`config.mk`:
```
export PLATFORM = sky130hd
export DESIGN_NAME = imm_gen_pipe
export DESIGN_NICKNAME = d
export VERILOG_FILES = /design/src/rtl/imm_gen_pipe.sv
export SDC_FILE = /design/constraint.sdc
export NUM_CORES = 1
export LEC_CHECK = 0
export CORE_ASPECT_RATIO = 1.4
export CORE_MARGIN = 2
export CORE_UTILIZATION = 38
export DETAILED_ROUTE_END_ITERATION = 10
export GPL_TIMING_DRIVEN = 0
export SETUP_SLACK_MARGIN = 0.15
export SLEW_MARGIN = 20
export SYNTH_ARGS = -nofsm -noshare
export SYNTH_HDL_FRONTEND = slang
export SYNTH_SLANG_ARGS = --single-unit
```
`constraint.sdc`:
```
create_clock -name clk -period 5.8 [get_ports clk]
set_input_delay 1.16 -clock clk [delete_from_list [all_inputs] [get_ports clk]]
set_output_delay 1.16 -clock clk [all_outputs]
set_load 0.01 [all_outputs]
```
`src/rtl/imm_gen_pipe.sv`:
```
// -----------------------------------------------------------------------------
// imm_gen_pipe
//
// Pipelined immediate generator for the decode stage. One instruction per
// cycle enters on a valid/ready handshake. The opcode is classified into
// I/S/B/U/J, and the sign-extended XLEN-bit immediate is produced. OP-IMM and
// OP-IMM-32 shifts instead yield a zero-extended shift amount. Unknown opcodes
// are flagged as illegal and still forwarded downstream.
//
// A main output register (M) and a skid register (K) give full throughput
// under backpressure while in_ready stays a plain flop.
//
// Build option:
//   IMM_GEN_UJ_EN  defined   : U (LUI/AUIPC) and J (JAL) formats are decoded.
//                  undefined : U/J opcodes are reported as illegal.
//
// Parameters:
//   XLEN         immediate width, 32 or 64
//
// Ports:
//   clk          clock, rising edge
//   rst_n        asynchronous active-low reset
//   in_valid     input instruction valid
//   in_ready     block can accept (registered)
//   in_instr     32-bit instruction word
//   out_valid    output holds a result
//   out_ready    consumer accepts the result
//   out_instr    instruction word passed through unchanged
//   out_imm      generated immediate, XLEN bits
//   out_fmt      0 I, 1 S, 2 B, 3 U, 4 J, 7 none
//   out_illegal  opcode not recognised
// -----------------------------------------------------------------------------
module imm_gen_pipe #(
  parameter int XLEN = 32
) (
  input  logic            clk,
  input  logic            rst_n,
  input  logic            in_valid,
  output logic            in_ready,
  input  logic [31:0]     in_instr,
  output logic            out_valid,
  input  logic            out_ready,
  output logic [31:0]     out_instr,
  output logic [XLEN-1:0] out_imm,
  output logic [2:0]      out_fmt,
  output logic            out_illegal
);

  if (XLEN != 32 && XLEN != 64) begin : g_bad_xlen
    $error("imm_gen_pipe: XLEN must be 32 or 64");
  end

  localparam logic [2:0] FMT_I    = 3'd0;
  localparam logic [2:0] FMT_S    = 3'd1;
  localparam logic [2:0] FMT_B    = 3'd2;
  localparam logic [2:0] FMT_U    = 3'd3;
  localparam logic [2:0] FMT_J    = 3'd4;
  localparam logic [2:0] FMT_NONE = 3'd7;

  localparam logic [6:0] OP_IMM    = 7'b0010011;
  localparam logic [6:0] OP_LOAD   = 7'b0000011;
  localparam logic [6:0] OP_JALR   = 7'b1100111;
  localparam logic [6:0] OP_IMM32  = 7'b0011011;
  localparam logic [6:0] OP_STORE  = 7'b0100011;
  localparam logic [6:0] OP_BRANCH = 7'b1100011;
  localparam logic [6:0] OP_LUI    = 7'b0110111;
  localparam logic [6:0] OP_AUIPC  = 7'b0010111;
  localparam logic [6:0] OP_JAL    = 7'b1101111;

  // ---------------------------------------------------------------------------
  // Immediate field extraction. Each builder returns a 32-bit value that is
  // already sign-extended from bit 31 of the instruction; widening to XLEN
  // then only needs a signed size cast.
  // ---------------------------------------------------------------------------
  function automatic logic signed [31:0] imm_i(input logic [31:0] ins);
    return {{20{ins[31]}}, ins[31:20]};
  endfunction

  function automatic logic signed [31:0] imm_s(input logic [31:0] ins);
    return {{20{ins[31]}}, ins[31:25], ins[11:7]};
  endfunction

  function automatic logic signed [31:0] imm_b(input logic [31:0] ins);
    return {{19{ins[31]}}, ins[31], ins[7], ins[30:25], ins[11:8], 1'b0};
  endfunction

  function automatic logic signed [31:0] imm_u(input logic [31:0] ins);
    return {ins[31:12], 12'b0};
  endfunction

  function automatic logic signed [31:0] imm_j(input logic [31:0] ins);
    return {{11{ins[31]}}, ins[31], ins[19:12], ins[20], ins[30:21], 1'b0};
  endfunction

  function automatic logic signed [XLEN-1:0] sext_xlen(input logic signed [31:0] v);
    return XLEN'(v);
  endfunction

  // Shift amounts are unsigned; funct7 above the shamt field never leaks in.
  function automatic logic signed [XLEN-1:0] zext_shamt(input logic [5:0] s);
    logic [XLEN-1:0] z;
    z      = '0;
    z[5:0] = s;
    return $signed(z);
  endfunction

  // ---------------------------------------------------------------------------
  // Stage p0: combinational decode of the incoming word
  // ---------------------------------------------------------------------------
  logic [6:0]             op_p0;
  logic [2:0]             f3_p0;
  logic                   is_shift_p0;
  logic [5:0]             shamt_p0;
  logic signed [XLEN-1:0] dec_imm_p0;
  logic [2:0]             dec_fmt_p0;
  logic                   dec_ill_p0;

  assign op_p0       = in_instr[6:0];
  assign f3_p0       = in_instr[14:12];
  assign is_shift_p0 = (f3_p0 == 3'b001) || (f3_p0 == 3'b101);
  // RV64 OP-IMM shifts carry a 6-bit shamt; RV32 and the *W forms use 5 bits.
  assign shamt_p0    = (XLEN == 64) ? in_instr[25:20] : {1'b0, in_instr[24:20]};

  always_comb begin
    dec_imm_p0 = '0;
    dec_fmt_p0 = FMT_NONE;
    dec_ill_p0 = 1'b1;
    case (op_p0)
      OP_IMM: begin
        dec_fmt_p0 = FMT_I;
        dec_ill_p0 = 1'b0;
        dec_imm_p0 = is_shift_p0 ? zext_shamt(shamt_p0) : sext_xlen(imm_i(in_instr));
      end
      OP_LOAD, OP_JALR: begin
        dec_fmt_p0 = FMT_I;
        dec_ill_p0 = 1'b0;
        dec_imm_p0 = sext_xlen(imm_i(in_instr));
      end
      OP_IMM32: begin
        // OP-IMM-32 only exists on RV64; on RV32 it stays illegal.
        if (XLEN == 64) begin
          dec_fmt_p0 = FMT_I;
          dec_ill_p0 = 1'b0;
          dec_imm_p0 = is_shift_p0 ? zext_shamt({1'b0, in_instr[24:20]})
                                   : sext_xlen(imm_i(in_instr));
        end
      end
      OP_STORE: begin
        dec_fmt_p0 = FMT_S;
        dec_ill_p0 = 1'b0;
        dec_imm_p0 = sext_xlen(imm_s(in_instr));
      end
      OP_BRANCH: begin
        dec_fmt_p0 = FMT_B;
        dec_ill_p0 = 1'b0;
        dec_imm_p0 = sext_xlen(imm_b(in_instr));
      end
`ifdef IMM_GEN_UJ_EN
      OP_LUI, OP_AUIPC: begin
        dec_fmt_p0 = FMT_U;
        dec_ill_p0 = 1'b0;
        dec_imm_p0 = sext_xlen(imm_u(in_instr));
      end
      OP_JAL: begin
        dec_fmt_p0 = FMT_J;
        dec_ill_p0 = 1'b0;
        dec_imm_p0 = sext_xlen(imm_j(in_instr));
      end
`endif
      default: begin
        dec_imm_p0 = '0;
        dec_fmt_p0 = FMT_NONE;
        dec_ill_p0 = 1'b1;
      end
    endcase
  end

`ifndef IMM_GEN_UJ_EN
  // U/J builders are unused in this build; keep them referenced so the
  // extraction logic stays in one place for both configurations.
  logic signed [31:0] uj_unused_p0;
  assign uj_unused_p0 = imm_u(in_instr) ^ imm_j(in_instr);
  logic               uj_unused_red_p0;
  assign uj_unused_red_p0 = ^uj_unused_p0 & (op_p0 == OP_LUI) & (op_p0 == OP_AUIPC)
                            & (op_p0 == OP_JAL) & 1'b0;
`endif

  // ---------------------------------------------------------------------------
  // Stage p1: main register M and skid register K
  // ---------------------------------------------------------------------------
  logic                   m_vld_p1, k_vld_p1;
  logic [31:0]            m_instr_p1, k_instr_p1;
  logic signed [XLEN-1:0] m_imm_p1, k_imm_p1;
  logic [2:0]             m_fmt_p1, k_fmt_p1;
  logic                   m_ill_p1, k_ill_p1;
  logic                   in_ready_q;

  logic accept, consume, to_m, to_k, k_to_m;
  logic m_vld_nxt, k_vld_nxt;

  assign accept  = in_valid && in_ready_q;
  assign consume = m_vld_p1 && out_ready;
  // New word lands in M when M is free now or is being emptied with nothing
  // waiting in K; otherwise it must queue behind M in K.
  assign to_m    = accept && (!m_vld_p1 || (consume && !k_vld_p1));
  assign to_k    = accept && !to_m;
  assign k_to_m  = consume && k_vld_p1;

  assign m_vld_nxt = to_m || k_to_m || (m_vld_p1 && !consume);
  assign k_vld_nxt = to_k || (k_vld_p1 && !consume);

  // Control state, plus M's data whose reset value is visible on the outputs.
  always_ff @(posedge clk or negedge rst_n) begin
    if (!rst_n) begin
      m_vld_p1   <= 1'b0;
      k_vld_p1   <= 1'b0;
      in_ready_q <= 1'b1;
      m_instr_p1 <= '0;
      m_imm_p1   <= '0;
      m_fmt_p1   <= FMT_NONE;
      m_ill_p1   <= 1'b0;
    end else begin
      m_vld_p1   <= m_vld_nxt;
      k_vld_p1   <= k_vld_nxt;
      in_ready_q <= !k_vld_nxt;
      if (k_to_m) begin
        m_instr_p1 <= k_instr_p1;
        m_imm_p1   <= k_imm_p1;
        m_fmt_p1   <= k_fmt_p1;
        m_ill_p1   <= k_ill_p1;
      end else if (to_m) begin
        m_instr_p1 <= in_instr;
        m_imm_p1   <= dec_imm_p0;
        m_fmt_p1   <= dec_fmt_p0;
        m_ill_p1   <= dec_ill_p0;
      end
    end
  end

  // K payload is only meaningful while k_vld_p1 is set, so it needs no reset.
  always_ff @(posedge clk) begin
    if (to_k) begin
      k_instr_p1 <= in_instr;
      k_imm_p1   <= dec_imm_p0;
      k_fmt_p1   <= dec_fmt_p0;
      k_ill_p1   <= dec_ill_p0;
    end
  end

  assign in_ready    = in_ready_q;
  assign out_valid   = m_vld_p1;
  assign out_instr   = m_instr_p1;
  assign out_imm     = m_imm_p1;
  assign out_fmt     = m_fmt_p1;
  assign out_illegal = m_ill_p1;

endmodule

```
==> flow_metrics.py <==
metrics = {
    "status": {
        "outcome": "complete, no violations",
    },
    "sta": {
        "setup_slack_ns": 2.839,
        "max_slew_margin_pct": 47.39,
        "worst_pin_slew_ns": 0.7809,
        "skew_ns": 0.008495,
        "finalHoldViolations": 0,
        "fmax_mhz": 337.8,
        "finalCritPeriodShare_pct": 51.05,
        "period_needed_ns": 2.961,
        "rsz0062_at_grt": "false",
        "final-max-slew-violation-count": 0,
        "hold_ws_ns": 0.4707,
        "fin_setup_tns_ns": 0,
        "setup_viol": 0,
    },
    "synthesis": {
        "synth_common_cells": "49 x edfxtp_1, 48 x dfrtp_1, 31 x nand2_1",
        "seq_area_frac_synth_pct": 64.35,
        "synth_top_family_by_area": "compound AO/OA/AOI/OAI gates",
        "ys_top_cells_by_area": "edfxtp_1 34%, dfrtp_1 28%, a21o_1 4.3%, buf_4 4.0%, a22o_1 3.9%",
        "yosys.area.top_type_share_pct": 34.09,
        "synth-edff-count": 49,
        "synthAdderAreaFrac_pct": 0,
        "muxShareOfSynthArea_pct": 0,
        "synth.cell_area_sq_um": 4317,
        "async_flop_share_pct": 51.49,
        "synth_warnings": 0,
        "synth_cell_types": 39,
        "synth-compound-area-share_pct": 17.59,
        "synth_xor_area_share_pct": 0,
        "synthesis.nets": 378,
        "synth_cells": 342,
        "ys_seq_elements": 101,
        "yosysMostFrequentCell": "edfxtp_1",
        "synth_area_leader_cell": "edfxtp_1",
        "synth_ff_type": "edfxtp_1",
        "avgSynthCellArea_sq_um": 12.62,
        "synthSimpleGateAreaFrac_pct": 11.04,
    },
    "placed_design": {
        "dp_hpwl_microns": 7531,
        "place_area_sq_um": 5635,
        "dp_slack_ns": 2.587,
        "io_buffers": 105,
        "gp_congestion": 0.7711,
    },
    "critical_path": {
        "critical_path_required_ns": 4.64,
        "cp_data_arrival_time_ns": 1.80,
        "worst-path-max-fanout": 21,
        "critPathKind": "reg -> out",
        "critical-path-slowest-cell": "dfrtp_1",
        "worst_setup_path_end_kind": "output port",
        "crit_family": "buffers and inverters",
        "reg2reg_slack_ns": 3.94,
        "slowest_delay_ns": 0.72,
        "cp-start-kind": "flip-flop",
        "cp_num_buf_inv": 2,
        "worstPathCellList": "buf_4 -> clkdlybuf4s50_1",
    },
    "final_layout": {
        "fillers": 1017,
        "drive_gt1_share_pct": 13.95,
        "areaGrowthSynthToFinish_pct": 38.67,
        "utilization_pct": 53.33,
        "nNetsFinal": 497,
        "insertedDiodeCount": 0,
        "finalInstanceArea_sq_um": 5986,
    },
    "floorplan": {
        "die_area_sq_um": 12240,
        "start_util_pct": 38.46,
        "coreArea_sq_um": 11220,
        "rows": 46,
        "die_h_microns": 130.1,
        "num_io_pins": 106,
        "die_width_microns": 94.08,
    },
    "global_routing": {
        "grt_pass1_wl_microns": 16880,
        "grt_usage_pct": 18.13,
        "grt_pass1_vias": 3147,
        "antenna_found_initial": 0,
        "overflow": 0,
        "grt_max_degree": 40,
    },
    "route": {
        "avgViaCountPerCell": 5.128,
        "wl_per_cell_microns": 17.29,
        "ant_nets": 0,
        "first_pass_iters": 4,
        "route.detailed.drc": 0,
        "drt_iter0_markers": 141,
        "num_vias": 3128,
        "wirelength_microns": 10550,
    },
    "power": {
        "peakVddDrop_uv": 212.9,
        "p_leak_nw": 2.504,
        "p_sw_share_pct": 30.51,
        "p_comb_share_pct": 40.8,
        "seqPwrFrac_pct": 37.0,
        "power.switching_mw": 0.9501,
        "p_clk_share_pct": 22.1,
        "powerDensity_nw_per_um2": 520.2,
        "p_int_mw": 2.164,
    },
    "cts": {
        "cts_tree": "yes",
        "ctsHtreeMaxLevel": 3,
        "clock_path_buffers": 2,
        "ctsHoldBuffers": 0,
        "cts_root_buffer": "clkbuf_16",
        "clk_pin_slew_ns": 0.07,
        "clk_latency_ns": 0.35,
        "cts_setup_buffers": 0,
        "cts_made_buffers": 9,
        "postCtsResizedCells": 0,
        "clock-sinks": 101,
    },
    "flow_run": {
        "drv_cap": 0,
    },
    "hold_path": {
        "hold_path.class": "reg -> reg",
    },
}
## layout make-up
cell class / count / area [sq um] / share of cell area, %
plain buffers: 40 / 261.5 / 4.369
clock buffers: 11 / 264.0 / 4.411
clock inverters: 5 / 86.33 / 1.442
inverters: 11 / 41.29 / 0.6898
multi-input cells: 190 / 1244 / 20.78
flip-flops and latches: 101 / 2778 / 46.40
well taps: 144 / 180.2 / 3.010
repair buffers: 108 / 1131 / 18.90
## final timing paths
check                                              from                         to  depth (start not counted)
max in group asynchronous                         rst_n     out_fmt[0]$_DFFE_PN1P_                          2
worst max register to register       k_vld_p1$_DFF_PN0_    k_instr_p1[8]$_DFFE_PP_                          5
min in group asynchronous                         rst_n  out_instr[25]$_DFFE_PN0P_                          1
worst max-delay path            out_imm[30]$_DFFE_PN0P_                out_imm[14]                          2
worst min register to register    k_imm_p1[1]$_DFFE_PP_     out_imm[1]$_DFFE_PN0P_                          2
worst min-delay path              k_imm_p1[1]$_DFFE_PP_     out_imm[1]$_DFFE_PN0P_                          2
## cells by family after synthesis
group | after synthesis
DFF | 101
AOI/OAI and AO/OA | 95
and+or+nand+nor | 95
buffers and inverters | 51
## power by group through the flow
stage	combinational (mW)	clock, mW	sequential, mW
6_report	1.27	0.689	1.15
5_1_grt	1.38	0.727	1.18
4_1_cts	1.29	0.698	1.16
3_5_place_dp	1.29	0	1.17
3_3_place_gp	1.24	0	1.17
2_1_floorplan	0.533	0	1.23
## metrics by stage
| step | power, mW | std cells |
|---|---|---|
| after CTS | 3.148 | 610 |
| after detailed placement | 2.457 | 594 |
| after global routing | 3.291 | 610 |
| after floorplan | 1.760 | 342 |
| after global placement | 2.417 | 591 |
| final | 3.114 | 610 |
## cells in the final DEF (no fill, tap or decap), drive strengths merged, types with 4 or more instances in the layout
master	Yosys	routed
dfrtp	48	48
a22o	19	19
a221o	13	13
clkdlybuf4s50	0	104
a21oi	5	5
a31oi	9	9
nand3	15	15
o31ai	8	8
clkbuf	7	18
and2	17	17
nand2	31	31
a21o	25	25
dfstp	4	4
inv	11	13
a2bb2oi	4	4
buf	33	37
nor2	16	16
edfxtp	49	49
## sequential cells by signal, indices dropped and copies added, names as in the netlist, 3 cells and up
register and flops:
k_fmt_p1 3, out_fmt 3, k_instr_p1 32, k_imm_p1 13
out_instr 32, out_imm 13
## metal layers
| metal | up-vias | share of wire, % | GRT usage (%) |
|---|---|---|---|
| met1 | 1556 | 43 | 22.99 |
| met5 | - | 0 | 0 |
| met3 | 16 | 3.6 | 2.771 |
| met4 | 0 | 2.2 | 8.014 |
| li1 | 1477 | - | - |
| met2 | 79 | 51 | 30.76 |
## worst register-to-register path: stages (launching register included)
cell and delay [ns]:
dfrtp_1 0.42, nor2b_1 0.09, nand2b_1 0.19, nor2_4 0.45, buf_16 0.24, buf_16 0.18
No activity file was read; power rests on OpenSTA's default activity.
